===== src/rtl/game_pkg.sv =====
// Shared game-wide types and constants: facing directions, WASD keycodes,
// overworld status value and Frisk sprite box size.
package game_pkg;

  typedef enum logic [1:0] {
    DIR_UP    = 2'd0,
    DIR_DOWN  = 2'd1,
    DIR_LEFT  = 2'd2,
    DIR_RIGHT = 2'd3
  } dir_t;

  localparam logic [7:0] KEYCODE_W = 8'd26;
  localparam logic [7:0] KEYCODE_A = 8'd4;
  localparam logic [7:0] KEYCODE_S = 8'd22;
  localparam logic [7:0] KEYCODE_D = 8'd7;

  localparam logic [3:0] STATUS_OVERWORLD = 4'd3;

  localparam int FRISK_W = 38;
  localparam int FRISK_H = 58;

endpackage


===== src/rtl/frisk_frame_map.sv =====
// Maps facing direction and walk phase to one of the ten Frisk sprite frames.
// Down/up walks alternate a standing frame with two stride frames.
module frisk_frame_map
  import game_pkg::*;
(
  input  dir_t       facing,
  input  logic [1:0] phase,
  output logic [3:0] frame_sel
);

  always_comb begin
    frame_sel = 4'd0;
    case (facing)
      DIR_DOWN: begin
        case (phase)
          2'd1:    frame_sel = 4'd1;
          2'd3:    frame_sel = 4'd2;
          default: frame_sel = 4'd0;
        endcase
      end
      DIR_UP: begin
        case (phase)
          2'd1:    frame_sel = 4'd4;
          2'd3:    frame_sel = 4'd5;
          default: frame_sel = 4'd3;
        endcase
      end
      DIR_LEFT:  frame_sel = phase[0] ? 4'd7 : 4'd6;
      DIR_RIGHT: frame_sel = phase[0] ? 4'd9 : 4'd8;
      default:   frame_sel = 4'd0;
    endcase
  end

endmodule


===== src/rtl/frisk_anim_ctrl.sv =====
// Frisk walk-animation sequencer: frame_clk edge detect, facing/phase/divider
// state, sprite frame selection and a registered transparency-keyed pixel stage.
module frisk_anim_ctrl
  import game_pkg::*;
#(
  parameter int          ANIM_DIV   = 8,
  parameter logic [7:0]  KEY_UP     = KEYCODE_W,
  parameter logic [7:0]  KEY_LEFT   = KEYCODE_A,
  parameter logic [7:0]  KEY_DOWN   = KEYCODE_S,
  parameter logic [7:0]  KEY_RIGHT  = KEYCODE_D,
  parameter logic [3:0]  OVERWORLD  = STATUS_OVERWORLD,
  parameter logic [23:0] TRANSP_RGB = 24'h000000
) (
  input  logic             Clk,
  input  logic             Reset,
  input  logic             frame_clk,
  input  logic [7:0]       keycode,
  input  logic [3:0]       status,
  input  logic             is_frisk,
  input  logic [19:0]      frisk_address,
  input  logic [9:0][23:0] rom_color,
  output logic [19:0]      rom_address,
  output logic [3:0]       frame_sel,
  output logic             frisk_draw,
  output logic [23:0]      frisk_color,
  output dir_t             dbg_facing,
  output logic [1:0]       dbg_phase,
  output logic [7:0]       dbg_div
);

  localparam logic [7:0] DIV_LAST = 8'(ANIM_DIV - 1);

  // armed stays low for the first cycle after reset so a frame_clk already high
  // at release is absorbed into fc_q instead of looking like a rising edge.
  logic fc_q, armed, fe;

  always_ff @(posedge Clk) begin
    if (Reset) begin
      fc_q  <= 1'b0;
      armed <= 1'b0;
      fe    <= 1'b0;
    end else begin
      fc_q  <= frame_clk;
      armed <= 1'b1;
      fe    <= armed & frame_clk & ~fc_q;
    end
  end

  dir_t       dir_req;
  logic       dir_none;
  dir_t       facing_q, facing_d;
  logic [1:0] phase_q, phase_d;
  logic [7:0] div_q, div_d;
  logic [3:0] frame_d;

  always_comb begin
    dir_req  = facing_q;
    dir_none = 1'b0;
    case (keycode)
      KEY_UP:    dir_req = DIR_UP;
      KEY_LEFT:  dir_req = DIR_LEFT;
      KEY_DOWN:  dir_req = DIR_DOWN;
      KEY_RIGHT: dir_req = DIR_RIGHT;
      default:   dir_none = 1'b1;
    endcase
  end

  // A direction change restarts the walk even if the divider is at terminal count.
  always_comb begin
    facing_d = facing_q;
    phase_d  = phase_q;
    div_d    = div_q;
    if (fe) begin
      if (status != OVERWORLD) begin
        facing_d = DIR_DOWN;
        phase_d  = 2'd0;
        div_d    = 8'd0;
      end else if (dir_none) begin
        phase_d = 2'd0;
        div_d   = 8'd0;
      end else if (dir_req != facing_q) begin
        facing_d = dir_req;
        phase_d  = 2'd0;
        div_d    = 8'd0;
      end else if (div_q == DIV_LAST) begin
        div_d   = 8'd0;
        phase_d = phase_q + 2'd1;
      end else begin
        div_d = div_q + 8'd1;
      end
    end
  end

  frisk_frame_map u_frame_map (
    .facing    (facing_d),
    .phase     (phase_d),
    .frame_sel (frame_d)
  );

  always_ff @(posedge Clk) begin
    if (Reset) begin
      facing_q  <= DIR_DOWN;
      phase_q   <= 2'd0;
      div_q     <= 8'd0;
      frame_sel <= 4'd0;
    end else begin
      facing_q  <= facing_d;
      phase_q   <= phase_d;
      div_q     <= div_d;
      frame_sel <= frame_d;
    end
  end

  logic [23:0] sel_color;
  logic        draw_d;

  always_comb begin
    sel_color = (frame_sel < 4'd10) ? rom_color[frame_sel] : 24'h000000;
    draw_d    = is_frisk && (status == OVERWORLD) && (sel_color != TRANSP_RGB);
  end

  always_ff @(posedge Clk) begin
    if (Reset) begin
      frisk_draw  <= 1'b0;
      frisk_color <= 24'h000000;
    end else begin
      frisk_draw  <= draw_d;
      frisk_color <= draw_d ? sel_color : 24'h000000;
    end
  end

  assign rom_address = frisk_address;
  assign dbg_facing  = facing_q;
  assign dbg_phase   = phase_q;
  assign dbg_div     = div_q;

endmodule


===== config.mk =====
export PLATFORM = sky130hd
export DESIGN_NAME = frisk_anim_ctrl
export DESIGN_NICKNAME = d
export VERILOG_FILES = /design/src/rtl/game_pkg.sv /design/src/rtl/frisk_frame_map.sv /design/src/rtl/frisk_anim_ctrl.sv
export SDC_FILE = /design/constraint.sdc
export NUM_CORES = 1
export LEC_CHECK = 0
export CORE_AREA = 2 2 129 131
export DETAILED_ROUTE_END_ITERATION = 8
export DIE_AREA = 0 0 131 133
export GPL_ROUTABILITY_DRIVEN = 0
export GPL_TIMING_DRIVEN = 0
export MAX_ROUTING_LAYER = met4
export PLACE_DENSITY = 0.73
export SETUP_SLACK_MARGIN = 0.3
export SYNTH_ARGS = -nofsm -noshare
export SYNTH_HDL_FRONTEND = slang
export SYNTH_SLANG_ARGS = --single-unit

===== constraint.sdc =====
create_clock -name Clk -period 6.6 [get_ports Clk]
set_clock_uncertainty 0.15 [all_clocks]
set_input_delay 1.32 -clock Clk [delete_from_list [all_inputs] [get_ports Clk]]
set_output_delay 1.32 -clock Clk [all_outputs]
set_load 0.01 [all_outputs]

==> impl_metrics.json <==
{
  "buffer_count_from_post_cts_setup_fixing": 0,
  "num_io_pins": 337,
  "synth_seq_cells": 44,
  "antenna_violating_nets_post_route": 0,
  "number_of_flops_mapped_to_enable_cells_by_yosys": 0,
  "nNetsFinal": 967,
  "core_um2": 16200,
  "power.share.clock_pct": 32.2,
  "final_max_slew_viol_count": 0,
  "ctsHoldBuffers": 0,
  "switchingPower_uw": 159,
  "setup_viol": 0,
  "design.die.area_um2": 17400,
  "power_frac_seq_pct": 34.9,
  "crit_start": "keycode[5]",
  "routed-via-count": 4410,
  "worst_min_path_class": "flip-flop to flip-flop",
  "placement.io_buffers": 316,
  "clkLatencyLatePin_ps": 280,
  "numClockSinks": 44,
  "post_cts_resize_count": 0,
  "post-synth-top-count-cell": "sky130_fd_sc_hd__mux4_2",
  "setup_tns_ps": 0,
  "hold_viol": 0,
  "rsz0062_at_grt": "no",
  "floorplan.rows": 47,
  "grt_pass1_vias": 4639,
  "dp_slack_ps": 2310,
  "power.combinational.fraction_pct": 32.9,
  "min_delay_path_depth": 1,
  "crit_fanout": 7,
  "total_power_uw": 767,
  "synthDistinctLibCells": 49,
  "tightestPinTransition_ps": 841,
  "cts-buffers-inserted": 5,
  "final_area_um2": 7350,
  "worstPathArrival_ps": 4030,
  "sequential_area_share_after_synthesis_pct": 23.5,
  "grt_max_degree": 14,
  "grt_antenna_before_repair": 3,
  "internal_power_uw": 609,
  "netlist.area_leader.share_pct": 28.8,
  "period_share_pct": 60.2,
  "initial_standard_cell_utilization_of_the_core_pct": 23.2,
  "tritoncts": "yes",
  "hpwl_um": 15300,
  "max_freq_ghz": 0.252,
  "drt_first_iter_violations": 327,
  "die_h_um": 133,
  "worst_setup_path_start_kind": "input port",
  "setup.worst_path.class": "input port to flip-flop",
  "cts_htree_levels": 2,
  "worst-r2r-cell-count": 9,
  "worst_slack_ps": 2630,
  "drc": 0,
  "outcome": "finished clean",
  "number_of_synthesis_warnings": 0,
  "overflow": 0,
  "clk_root_buffer_cell": "sky130_fd_sc_hd__clkbuf_16",
  "detailed_route_wl_um": 18100,
  "layout.filler_cells": 1557,
  "place_area_um2": 7190,
  "chipWidth_um": 131,
  "power.density_nw_per_um2": 104,
  "layout-area-overhead-vs-synth_pct": 95.9,
  "r2r-start": "frame_sel[0]",
  "clockBufferDepth": 2,
  "ys_dominant_reg_cell": "sky130_fd_sc_hd__dfxtp_1",
  "syn_inst": 367,
  "postSynthAreaPerCell_um2": 10.2,
  "static-leakage-power_nw": 2.60,
  "drt-wirelength-per-cell_um": 19.7,
  "post_route_cells_drive_above_1_share_pct": 16.4,
  "drv_cap": 0,
  "irDropWorstVdd_v": 0.0000826,
  "grt_usage_pct": 20.2,
  "worstPathRequired_ps": 6660,
  "drt_pass1_iterations": 5,
  "grt_first_pass_wirelength_um": 25700,
  "timing.critical_path.to_type": "flip-flop",
  "postLayoutCoreUtil_pct": 45.4,
  "synth_top_cells_by_area": "sky130_fd_sc_hd__mux4_2 (29%), sky130_fd_sc_hd__dfxtp_1 (23%), sky130_fd_sc_hd__mux2_2 (7.2%), sky130_fd_sc_hd__a221oi_1 (4.7%), sky130_fd_sc_hd__a21oi_1 (4.0%)",
  "power.share.switching_pct": 20.7,
  "async_reset_ff_share_pct": 0,
  "detail_route.vias_per_cell": 4.82,
  "synth_area_leader_cell": "sky130_fd_sc_hd__mux4_2",
  "min_from": "armed",
  "postSynthNetCount": 644,
  "syn-cell-area_um2": 3750,
  "ys_top_cells_by_count": "sky130_fd_sc_hd__mux4_2 (48), sky130_fd_sc_hd__dfxtp_1 (44), sky130_fd_sc_hd__a21oi_1 (30)",
  "min_period_ps": 3970,
  "clk_pin_slew_worst_paths_ps": 60,
  "slew_headroom_pct": 44.0
}
==> layout make-up <==
type | instances | area, um^2 | share of cell area (%)
timing repair buffer | 316 | 3160 | 43.1
antenna | 3 | 7.51 | 0.102
clock inverter | 1 | 7.51 | 0.102
multi-input combinational | 265 | 2570 | 35.0
clock buffer | 7 | 143 | 1.94
tap | 220 | 275 | 3.75
buffer | 51 | 275 | 3.75
inverter | 7 | 26.3 | 0.358
sequential | 44 | 881 | 12.0
==> sequential cells by signal, summed over array words and instances (netlist names) <==
name         count
frisk_draw       1
fe               1
armed            1
frame_sel        4
dbg_facing       2
dbg_div          8
fc_q             1
dbg_phase        2
frisk_color     24
==> path summary, 6_finish.rpt <==
path	to	slack (ps)
worst min-delay path	fe	330
worst max register to register	frisk_draw	3210
worst min register to register	fe	330
worst max-delay path	frame_sel[1]	2630
==> critical path: stages <==
cell and delay (ps):
sky130_fd_sc_hd__clkdlybuf4s50_1 440, sky130_fd_sc_hd__nor3_4 350, sky130_fd_sc_hd__a31oi_1 120, sky130_fd_sc_hd__or3b_4 420, sky130_fd_sc_hd__or4_4 550, sky130_fd_sc_hd__a31o_4 280, sky130_fd_sc_hd__or4_1 390, sky130_fd_sc_hd__a21oi_1 140
==> power groups by stage <==
stage	sequential (mW)	clock [mW]	combinational, mW
final	0.268	0.247	0.252
after global routing	0.268	0.265	0.267
after CTS	0.268	0.252	0.253
after detailed placement	0.274	0	0.251
after global placement	0.274	0	0.249
after floorplan	0.274	0	0.0682
==> layout by cell type (no fill, tap or decap), types with 3 or more instances in the layout <==
cell                              count
sky130_fd_sc_hd__diode_2              3
sky130_fd_sc_hd__nor4_1               7
sky130_fd_sc_hd__dfxtp_1             44
sky130_fd_sc_hd__o21ai_0              6
sky130_fd_sc_hd__nand2_1             26
sky130_fd_sc_hd__and3_1               6
sky130_fd_sc_hd__clkbuf_16            5
sky130_fd_sc_hd__nor3b_1              4
sky130_fd_sc_hd__a221oi_1            20
sky130_fd_sc_hd__buf_1                4
sky130_fd_sc_hd__a31oi_1              6
sky130_fd_sc_hd__buf_4               20
sky130_fd_sc_hd__clkdlybuf4s50_1    316
sky130_fd_sc_hd__nand3b_1             3
sky130_fd_sc_hd__clkbuf_1            21
sky130_fd_sc_hd__nand3_1              4
sky130_fd_sc_hd__a22oi_1              5
sky130_fd_sc_hd__nor2_1              21
sky130_fd_sc_hd__nor2b_1             22
sky130_fd_sc_hd__buf_2                7
sky130_fd_sc_hd__inv_1                7
sky130_fd_sc_hd__mux4_2              48
sky130_fd_sc_hd__mux2_2              24
sky130_fd_sc_hd__a21oi_1             30
==> cell families (layout without fill, tap and decap cells) <==
group                      after synthesis  count (layout)  synth area share, %
adders and majority gates                1               1                0.334
buffers and inverters                   58             382                 8.04
AOI/OAI and AO/OA                       77              77                 14.0
other                                    0               3                    0
and+or+nand+nor                        110             110                 16.7
muxes                                   73              73                 36.3
DFF                                     44              44                 23.5
xor gates and xnor gates                 4               4                 1.13
==> stage by stage <==
step / cells / hold WS, ps
6_report: 914 / 332
5_1_grt: 914 / 353
4_1_cts: 911 / 337
3_5_place_dp: 903 / 323
3_3_place_gp: 903 / 311
2_1_floorplan: 367 / 298
==> layer usage <==
metal | vias to the layer above | wire length (um) | track usage [%] | share of wire [%]
met5 | - | 0 | - | 0
met4 | 0 | 235 | 3.61 | 1.3
met3 | 20 | 1740 | 5.94 | 9.6
met2 | 224 | 9370 | 36.2 | 52
met1 | 2099 | 6700 | 22.3 | 37
li1 | 2067 | - | - | -
(Power assumes the default switching activity.)
